==> src/rtl/sram_ctrl_pkg.sv <==
// Shared types for the SRAM burst sequencer: default widths,
// FSM states and the output beat bundle.
package sram_ctrl_pkg;

  localparam int ADDR_W_DFLT = 16;
  localparam int DATA_W_DFLT = 128;
  localparam int LEN_W_DFLT  = 16;
  localparam int FIFO_DEPTH_DFLT = 4;

  typedef enum logic [1:0] {
    IDLE,
    READ,
    WAIT
  } state_e;

  typedef struct packed {
    logic [2*DATA_W_DFLT-1:0] data;
    logic [1:0]               mask;
    logic                     last;
  } beat_t;

endpackage

==> src/rtl/sram_burst_fifo.sv <==
// Beat FIFO between SRAM capture and the consumer; the count
// output feeds the read-issue credit check.
module sram_burst_fifo
  import sram_ctrl_pkg::*;
#(
  parameter int DEPTH = 4,
  parameter int CW    = $clog2(DEPTH + 1)
) (
  input  logic          clock,
  input  logic          reset,
  input  logic          push_i,
  input  beat_t         wdata_i,
  input  logic          pop_i,
  output beat_t         rdata_o,
  output logic          valid_o,
  output logic [CW-1:0] cnt_o
);

  localparam int AW = $clog2(DEPTH);

  beat_t          mem_q [DEPTH];
  logic [AW-1:0]  wp_q;
  logic [AW-1:0]  rp_q;
  logic [CW-1:0]  cnt_q;
  logic           do_push;
  logic           do_pop;

  assign do_pop  = pop_i & (cnt_q != '0);
  assign do_push = push_i & ((cnt_q != CW'(DEPTH)) | do_pop);

  always_ff @(posedge clock) begin
    if (reset) begin
      wp_q  <= '0;
      rp_q  <= '0;
      cnt_q <= '0;
    end else begin
      if (do_push) wp_q <= wp_q + AW'(1);
      if (do_pop)  rp_q <= rp_q + AW'(1);
      if (do_push && !do_pop)
        cnt_q <= cnt_q + CW'(1);
      else if (do_pop && !do_push)
        cnt_q <= cnt_q - CW'(1);
    end
  end

  always_ff @(posedge clock) begin
    if (do_push) mem_q[wp_q] <= wdata_i;
  end

  assign rdata_o = mem_q[rp_q];
  assign valid_o = (cnt_q != '0);
  assign cnt_o   = cnt_q;

endmodule

==> src/rtl/sram_burst_ctrl.sv <==
// Burst-read sequencer and write-port owner for the 2R1W SRAM.
// Define SRAM_BURST_PERF_EN to add the stall/burst perf counters.
module sram_burst_ctrl
  import sram_ctrl_pkg::*;
#(
  parameter int ADDR_W     = ADDR_W_DFLT,
  parameter int DATA_W     = DATA_W_DFLT,
  parameter int LEN_W      = LEN_W_DFLT,
  parameter int FIFO_DEPTH = FIFO_DEPTH_DFLT
) (
  input  logic                clock,
  input  logic                reset,
  input  logic                cmd_valid,
  output logic                cmd_ready,
  input  logic [ADDR_W-1:0]   cmd_addr,
  input  logic [LEN_W-1:0]    cmd_len,
  input  logic                wr_valid,
  output logic                wr_ready,
  input  logic [ADDR_W-1:0]   wr_addr,
  input  logic [DATA_W-1:0]   wr_data,
  output logic                out_valid,
  input  logic                out_ready,
  output logic [2*DATA_W-1:0] out_data,
  output logic [1:0]          out_mask,
  output logic                out_last,
  output logic                sram_we,
  output logic [ADDR_W-1:0]   sram_waddr,
  output logic [DATA_W-1:0]   sram_wdata,
  output logic [ADDR_W-1:0]   sram_raddr1,
  output logic [ADDR_W-1:0]   sram_raddr2,
  input  logic [DATA_W-1:0]   sram_rdata1,
`ifdef SRAM_BURST_PERF_EN
  output logic [31:0]         perf_stall_cnt,
  output logic [15:0]         perf_burst_cnt,
`endif
  input  logic [DATA_W-1:0]   sram_rdata2
);

  localparam int CW = $clog2(FIFO_DEPTH + 1);

  state_e            state_q, state_d;
  logic [ADDR_W-1:0] ptr_q, ptr_d;
  logic [LEN_W-1:0]  rem_q, rem_d;
  logic              infl_q;
  logic [1:0]        pmask_q;
  logic              plast_q;
  logic              issue;
  logic              wr_fire;
  logic              credit_ok;
  logic              pop;
  logic              head_vld;
  logic [CW-1:0]     fifo_cnt;
  beat_t             head;
  beat_t             push_beat;

  // Count the in-flight read so a capture can never overflow the FIFO.
  assign credit_ok = (32'(fifo_cnt) + 32'(infl_q)) < 32'(FIFO_DEPTH);
  assign pop       = head_vld & out_ready;

  always_comb begin
    state_d   = state_q;
    ptr_d     = ptr_q;
    rem_d     = rem_q;
    issue     = 1'b0;
    wr_fire   = 1'b0;
    cmd_ready = 1'b0;
    wr_ready  = 1'b0;
    unique case (state_q)
      IDLE: begin
        wr_ready  = ~reset;
        cmd_ready = ~reset & ~wr_valid;
        wr_fire   = wr_valid & wr_ready;
        if (cmd_valid && cmd_ready && cmd_len != '0) begin
          ptr_d   = cmd_addr;
          rem_d   = cmd_len;
          state_d = READ;
        end
      end
      READ: begin
        if (credit_ok) begin
          issue = 1'b1;
          ptr_d = ptr_q + ADDR_W'(2);
          rem_d = (rem_q > LEN_W'(2)) ? rem_q - LEN_W'(2) : '0;
          if (rem_q <= LEN_W'(2)) state_d = WAIT;
        end
      end
      WAIT: begin
        if (pop && head.last) state_d = IDLE;
      end
      default: state_d = IDLE;
    endcase
  end

  always_ff @(posedge clock) begin
    if (reset) begin
      state_q     <= IDLE;
      ptr_q       <= '0;
      rem_q       <= '0;
      infl_q      <= 1'b0;
      pmask_q     <= 2'b00;
      plast_q     <= 1'b0;
      sram_we     <= 1'b0;
      sram_waddr  <= '0;
      sram_wdata  <= '0;
      sram_raddr1 <= '0;
      sram_raddr2 <= '0;
    end else begin
      state_q <= state_d;
      ptr_q   <= ptr_d;
      rem_q   <= rem_d;
      infl_q  <= issue;
      sram_we <= wr_fire;
      if (wr_fire) begin
        sram_waddr <= wr_addr;
        sram_wdata <= wr_data;
      end
      if (issue) begin
        sram_raddr1 <= ptr_q;
        sram_raddr2 <= ptr_q + ADDR_W'(1);
        pmask_q     <= (rem_q == LEN_W'(1)) ? 2'b01 : 2'b11;
        plast_q     <= (rem_q <= LEN_W'(2));
      end
    end
  end

  // The FIFO write is the capture of the words returned for the last issue.
  assign push_beat.data = {sram_rdata2, sram_rdata1};
  assign push_beat.mask = pmask_q;
  assign push_beat.last = plast_q;

  sram_burst_fifo #(
    .DEPTH (FIFO_DEPTH),
    .CW    (CW)
  ) u_fifo (
    .clock   (clock),
    .reset   (reset),
    .push_i  (infl_q),
    .wdata_i (push_beat),
    .pop_i   (pop),
    .rdata_o (head),
    .valid_o (head_vld),
    .cnt_o   (fifo_cnt)
  );

  assign out_valid = head_vld;
  assign out_data  = head_vld ? head.data : '0;
  assign out_mask  = head_vld ? head.mask : 2'b00;
  assign out_last  = head_vld & head.last;

`ifdef SRAM_BURST_PERF_EN
  logic [31:0] stall_q;
  logic [15:0] bursts_q;

  always_ff @(posedge clock) begin
    if (reset) begin
      stall_q  <= '0;
      bursts_q <= '0;
    end else begin
      if (state_q == READ && !credit_ok && stall_q != '1)
        stall_q <= stall_q + 32'd1;
      if (state_q == WAIT && pop && head.last)
        bursts_q <= bursts_q + 16'd1;
    end
  end

  assign perf_stall_cnt = stall_q;
  assign perf_burst_cnt = bursts_q;
`endif

endmodule
==> config.mk <==
export PLATFORM = sky130hd
export DESIGN_NAME = sram_burst_ctrl
export DESIGN_NICKNAME = d
export VERILOG_FILES = /design/src/rtl/sram_ctrl_pkg.sv /design/src/rtl/sram_burst_fifo.sv /design/src/rtl/sram_burst_ctrl.sv
export SDC_FILE = /design/constraint.sdc
export NUM_CORES = 1
export LEC_CHECK = 0
export BUFFER_PORTS_ARGS = -buffer_cell sky130_fd_sc_hd__buf_2
export CORE_AREA = 2 2 343 345
export DETAILED_ROUTE_END_ITERATION = 16
export DIE_AREA = 0 0 345 347
export HOLD_SLACK_MARGIN = 0.15
export PLACE_DENSITY = 0.63
export SYNTH_ARGS = -nofsm -noshare
export SYNTH_HDL_FRONTEND = slang
export SYNTH_SLANG_ARGS = --single-unit
==> constraint.sdc <==
create_clock -name clock -period 8.1 [get_ports clock]
set_input_delay 1.215 -clock clock [delete_from_list [all_inputs] [get_ports clock]]
set_output_delay 1.215 -clock clock [all_outputs]
set_load 0.03 [all_outputs]
### After elaboration in Yosys (flattened, before gate mapping)

Memory sizes are Yosys's and may differ from the RTL's. A register that Yosys moved wholly into a read port is not among the register bits.
Cells that the tools add are included.
Widths: inputs -> output; s select.

* bits in registers: 222
* RAM bits: 1036
* bits of input ports: 437
* output and inout port bits: 439
* word-level logic and storage cells: 83
* memories kept: 1

Memory list
* u_fifo.mem_q: words 4, bits a word 259, read ports 1, clocked after memory_dff 1, wr ports 1, line sram_burst_fifo.sv:21 `beat_t mem_q [DEPTH];`

* add/subtract/negate cells: 8
* order comparisons: 3
* equality and inequality tests: 8
* mux-type cells: 26
* bitwise gates (word level): 9
* reduce and logical (&&, ||, !) cells: 14

Operators by type and width (number)
* $mux 256: 1
* $mux 16: 5
* $pmux 16 s2: 2
* $add 16x1->16 const B: 1
* $add 16x2->16 const B: 1
* $eq 16x1->1 const B: 1
* $gt 16x2->1 const B: 1
* $le 16x2->1 const B: 1
* $mux 2: 8
* $reduce_bool 16->1: 1
* $sub 16x2->16 const B: 1
* $ne 2x2->1 const B: 4
* $mux 1: 7
* $and 1x1->1: 6
* $mux 3: 2
* $pmux 2 s3: 1
* $logic_and 1x1->1: 5
* $add 2x1->2 const B: 2
* $add 3x1->4: 1
* $lt 4x3->1 const B: 1
* $reduce_and 4->1: 1
* $reduce_bool 2->1: 2
* $add 3x1->3 const B: 1
* $ne 3x3->1 const B: 1
* 9 further kinds: 11

### Depth between registers and ports, before layout

* depth in word-level cells: 9
* mapped depth: 9
* depth with buffers taken out: 8

### Cells and area by module

A second synthesis with hierarchy kept.

* cells, all modules: 2787
* area, all modules: 48434.0 sq um

Modules (own cells, without submodules)
* sram_burst_fifo: instances 1, cells each 1400, area an instance 37847.5 sq um
* sram_burst_ctrl: instances 1, cells each 1387, area an instance 10586.4 sq um

### Worst setup path before layout

No wires, ideal clock.

* path kind: input port to flip-flop
* start point: in out_ready
* end point: mem u_fifo.mem_q[1][0] in the netlist's numbering (enable)
* setup time: 653 ps
* arrival time: 7381 ps
* required time: 7447 ps
* path slack: 66 ps
* cell stages on the path: 2
* buffers on the path: 0
* cell sequence: o41a_1 -> and2_1

* word-level cells in the longest chain between the ends: 6

Ends and longest elaborated chain
* from (decl): line sram_burst_ctrl.sv:22 `input logic out_ready,`
* $and 1x1->1: line sram_burst_ctrl.sv:58 `assign pop = head_vld & out_ready;`
* $and 1x1->1: line sram_burst_fifo.sv:28 `assign do_pop = pop_i & (cnt_q != '0);`
* $or 1x1->1: line sram_burst_fifo.sv:29 `assign do_push = push_i & ((cnt_q != CW'(DEPTH)) | do_pop);`
* $and 1x1->1: line sram_burst_fifo.sv:29
* $mux 1: line sram_burst_fifo.sv:47 `if (do_push) mem_q[wp_q] <= wdata_i;`
* $mux 1 (not written as such): line sram_burst_fifo.sv:47
* to (decl): line sram_burst_fifo.sv:21

Every way passes these cells.

==> results.md <==
* # Post-CTS Setup Buffers at 0
* Setup CP Type: reg2out
* Design Power at 19.1 mW
* Final core utilization at 50.4%
* CP max-delay cell: dfxtp_4
* ANT nets after route at 0
* Drt first-iter violations at 2096
* Top post-synthesis cells by count: 1036 x edfxtp_1, 300 x nand2_1, 268 x and2_1
* Max_cap viols at 0
* CTS Hold Bufs at 0
* Top cells by area, synth: edfxtp_1 64%, mux4_2 12%, dfxtp_1 9.3%
* Die area at 120000 sq um
* Syn Nets at 3225
* Final setup viols at 0
* Final estimated routing congestion in global placement at 1.05
* Wire length per cell at 24.0 um
* Final Skew at 33.2 ps
* Number of global-route vias before repair at 27500
* Clk root buf: clkbuf_16
* Pwr dens at 327 nW/um^2
* Worst skew pair latency at 730 ps
* Global-route wire length before repair at 184000 um
* WHS at 444 ps
* I/O pin cnt at 876
* Crit-path max cell delay at 920 ps
* CP endpoint kind: primary output
* DP HPWL at 85300 um
* Flop-to-flop setup slack at 5010 ps
* Busiest layer in global routing: met2
* Mux contribution to synthesized area at 12.2%
* # nets final at 4081
* Layout fillers at 9655
* I/O Buffers at 875
* Rel. slew slack at 18.6%
* Finished Layout Cells at 5296
* Max rail drop VDD at 229 uV
* Compound-cell area share of the yosys netlist at 3.51%
* Startpoint Class: flip-flop
* Initial antenna violation count at 61
* Largest net degree at the start of global routing at 249
* Grt total ovfl at 0
* Register bit total from synthesis at 1260
* M1 GR Usage at 26.3%
* Fmax at 220 MHz
* Synthesized-area fraction occupied by adder cells at 0.249%
* Synthesized area at 48300 sq um
* Layout cells sized above 1 at 36.6%
* HP Class: reg2reg
* Rows at 125
* Clock buffer count from CTS at 132
* Worst-path clk slew at 60 ps
* Final hold vios at 0
* Clock Tree Buf Depth at 3
* Setup TNS at 0 ps
* Seq/Total Area, Yosys at 73.7%
* Multi-input logic area at 11800 sq um
* Warnings from Yosys at 0
* Async S/R FF share, synth at 0%
* DRT Pass-1 Iters at 5
* Distinct cells, synth at 66
* Leak at 20.7 nW
* Largest family of logic cells by synthesized area: multiplexers
* Crit path arrival time at 3330 ps
* Overall Global Routing Usage at 20.8%
* Post-Syn Area per Cell at 17.4 sq um
* Area grow syn2layout at 20.8%
* Count leader, synth: edfxtp_1
* Unrepaired setup endpoints after global routing: false
* Die Wd at 345 um
* Slew Limit Fails at 0
* Die height at 347 um
* Place WS at 4050 ps
* Core Region at 116000 sq um
* Worst slew pin tran at 1220 ps
* CTS resizes at 0
* Reg area at 35600 sq um
* H-tree Lvls at 4
* Run status: complete, no violations
* Met3 Track Usage GR at 8.73%
* Placed Area at 54000 sq um
* Residual DRC at 0
* Minimum clock period at 4540 ps
* Critical path fanouts, max at 120
* Worst-path cell chain: buf_12 > mux4_2 > and2_1 > buf_2
* Placed instance count at 5025
* Post-synth EDFFs at 1036
* Via density at 5.20
* DRT Wirelength at 127000 um
* Cell area after layout at 58300 sq um
* Syn Inst Count at 2779
* Critical Path RT at 6880 ps
* Tcrit/Tclk final at 56.1%
* Post-Synth XOR/XNOR Area at 0.345%
* Yosys top cell area share at 64.5%
* Clock tree sinks at 1260
* GR Util met2 at 32.1%
* Post-synthesis simple-gate area fraction at 8.04%
* Predominant post-synthesis flop cell: edfxtp_1
* Initial core utilization at 41.7%
* Worst setup margin at 3560 ps
* Vias at 27600
* CTS tree: yes
* Synth area leader: edfxtp_1
-- routing by layer --
metal  part of all wire, %  vias to the layer above
met3                    11                      240
met5                  0.20                        -
met4                   2.9                       40
met1                    39                    13800
met2                    47                     1031
li1                      -                    12400
-- area by class of cell --
cell class / count / area share [%]
antenna: 35 / 0.150
clock buffer: 182 / 6.37
clock inverter: 54 / 0.873
inverter: 16 / 0.103
multi-input combinational: 1326 / 20.2
sequential: 1260 / 61.0
tap: 1524 / 3.27
timing repair buffer: 899 / 8.04
-- power breakdown --
group / total (mW) / leakage (nW) / switching, mW / internal [mW]
clock: 5.84 / 2.05 / 2.47 / 3.37
combinational: 5.77 / 7.42 / 3.80 / 1.98
sequential: 7.49 / 11.2 / 0.196 / 7.29
-- cells in the final DEF, fill, tap and decap left out, types with 30 or more instances in the layout --
master	count
edfxtp_1	1036
nand2_1	300
clkbuf_16	139
diode_2	35
and2_1	262
o21ai_1	30
nor2_1	40
a21oi_1	55
buf_2	874
mux4_2	259
nand2b_1	71
o21ai_0	129
dfxtp_1	222
clkbuf_1	34
-- worst max-delay path, delay by kind of cell (launching register included) --
kind	cells	cell delay (ps)
muxes	1	470
and+or+nand+nor	1	180
DFF	1	920
buffers and inverters	2	720
-- flip-flops by register name, indices dropped and copies added (netlist names), 3 cells and up, named ones only --
name / cells
rem_q: 16
sram_waddr: 16
ptr_q: 16
u_fifo.cnt_o: 3
sram_raddr1: 16
u_fifo.mem_q: 1036
sram_raddr2: 16
sram_wdata: 128
-- final timing paths --
kind	from	endpoint	depth (start not counted)
max	flip-flop	out_data[138]	4
min	sram_wdata[119]	sram_wdata[119]	2
max reg2reg	u_fifo.cnt_o[0]	u_fifo.mem_q[1][7]	4
min reg2reg	sram_wdata[119]	sram_wdata[119]	2
-- kinds of logic after synthesis --
| logic type | Yosys count |
|---|---|
| DFF | 1260 |
| and+or+nand+nor | 752 |
| AOI/OAI and AO/OA | 283 |
| muxes | 263 |
| buffers and inverters | 193 |
| xor gates and xnor gates | 19 |
| adders and majority gates | 9 |
(Power assumes the default switching activity.)
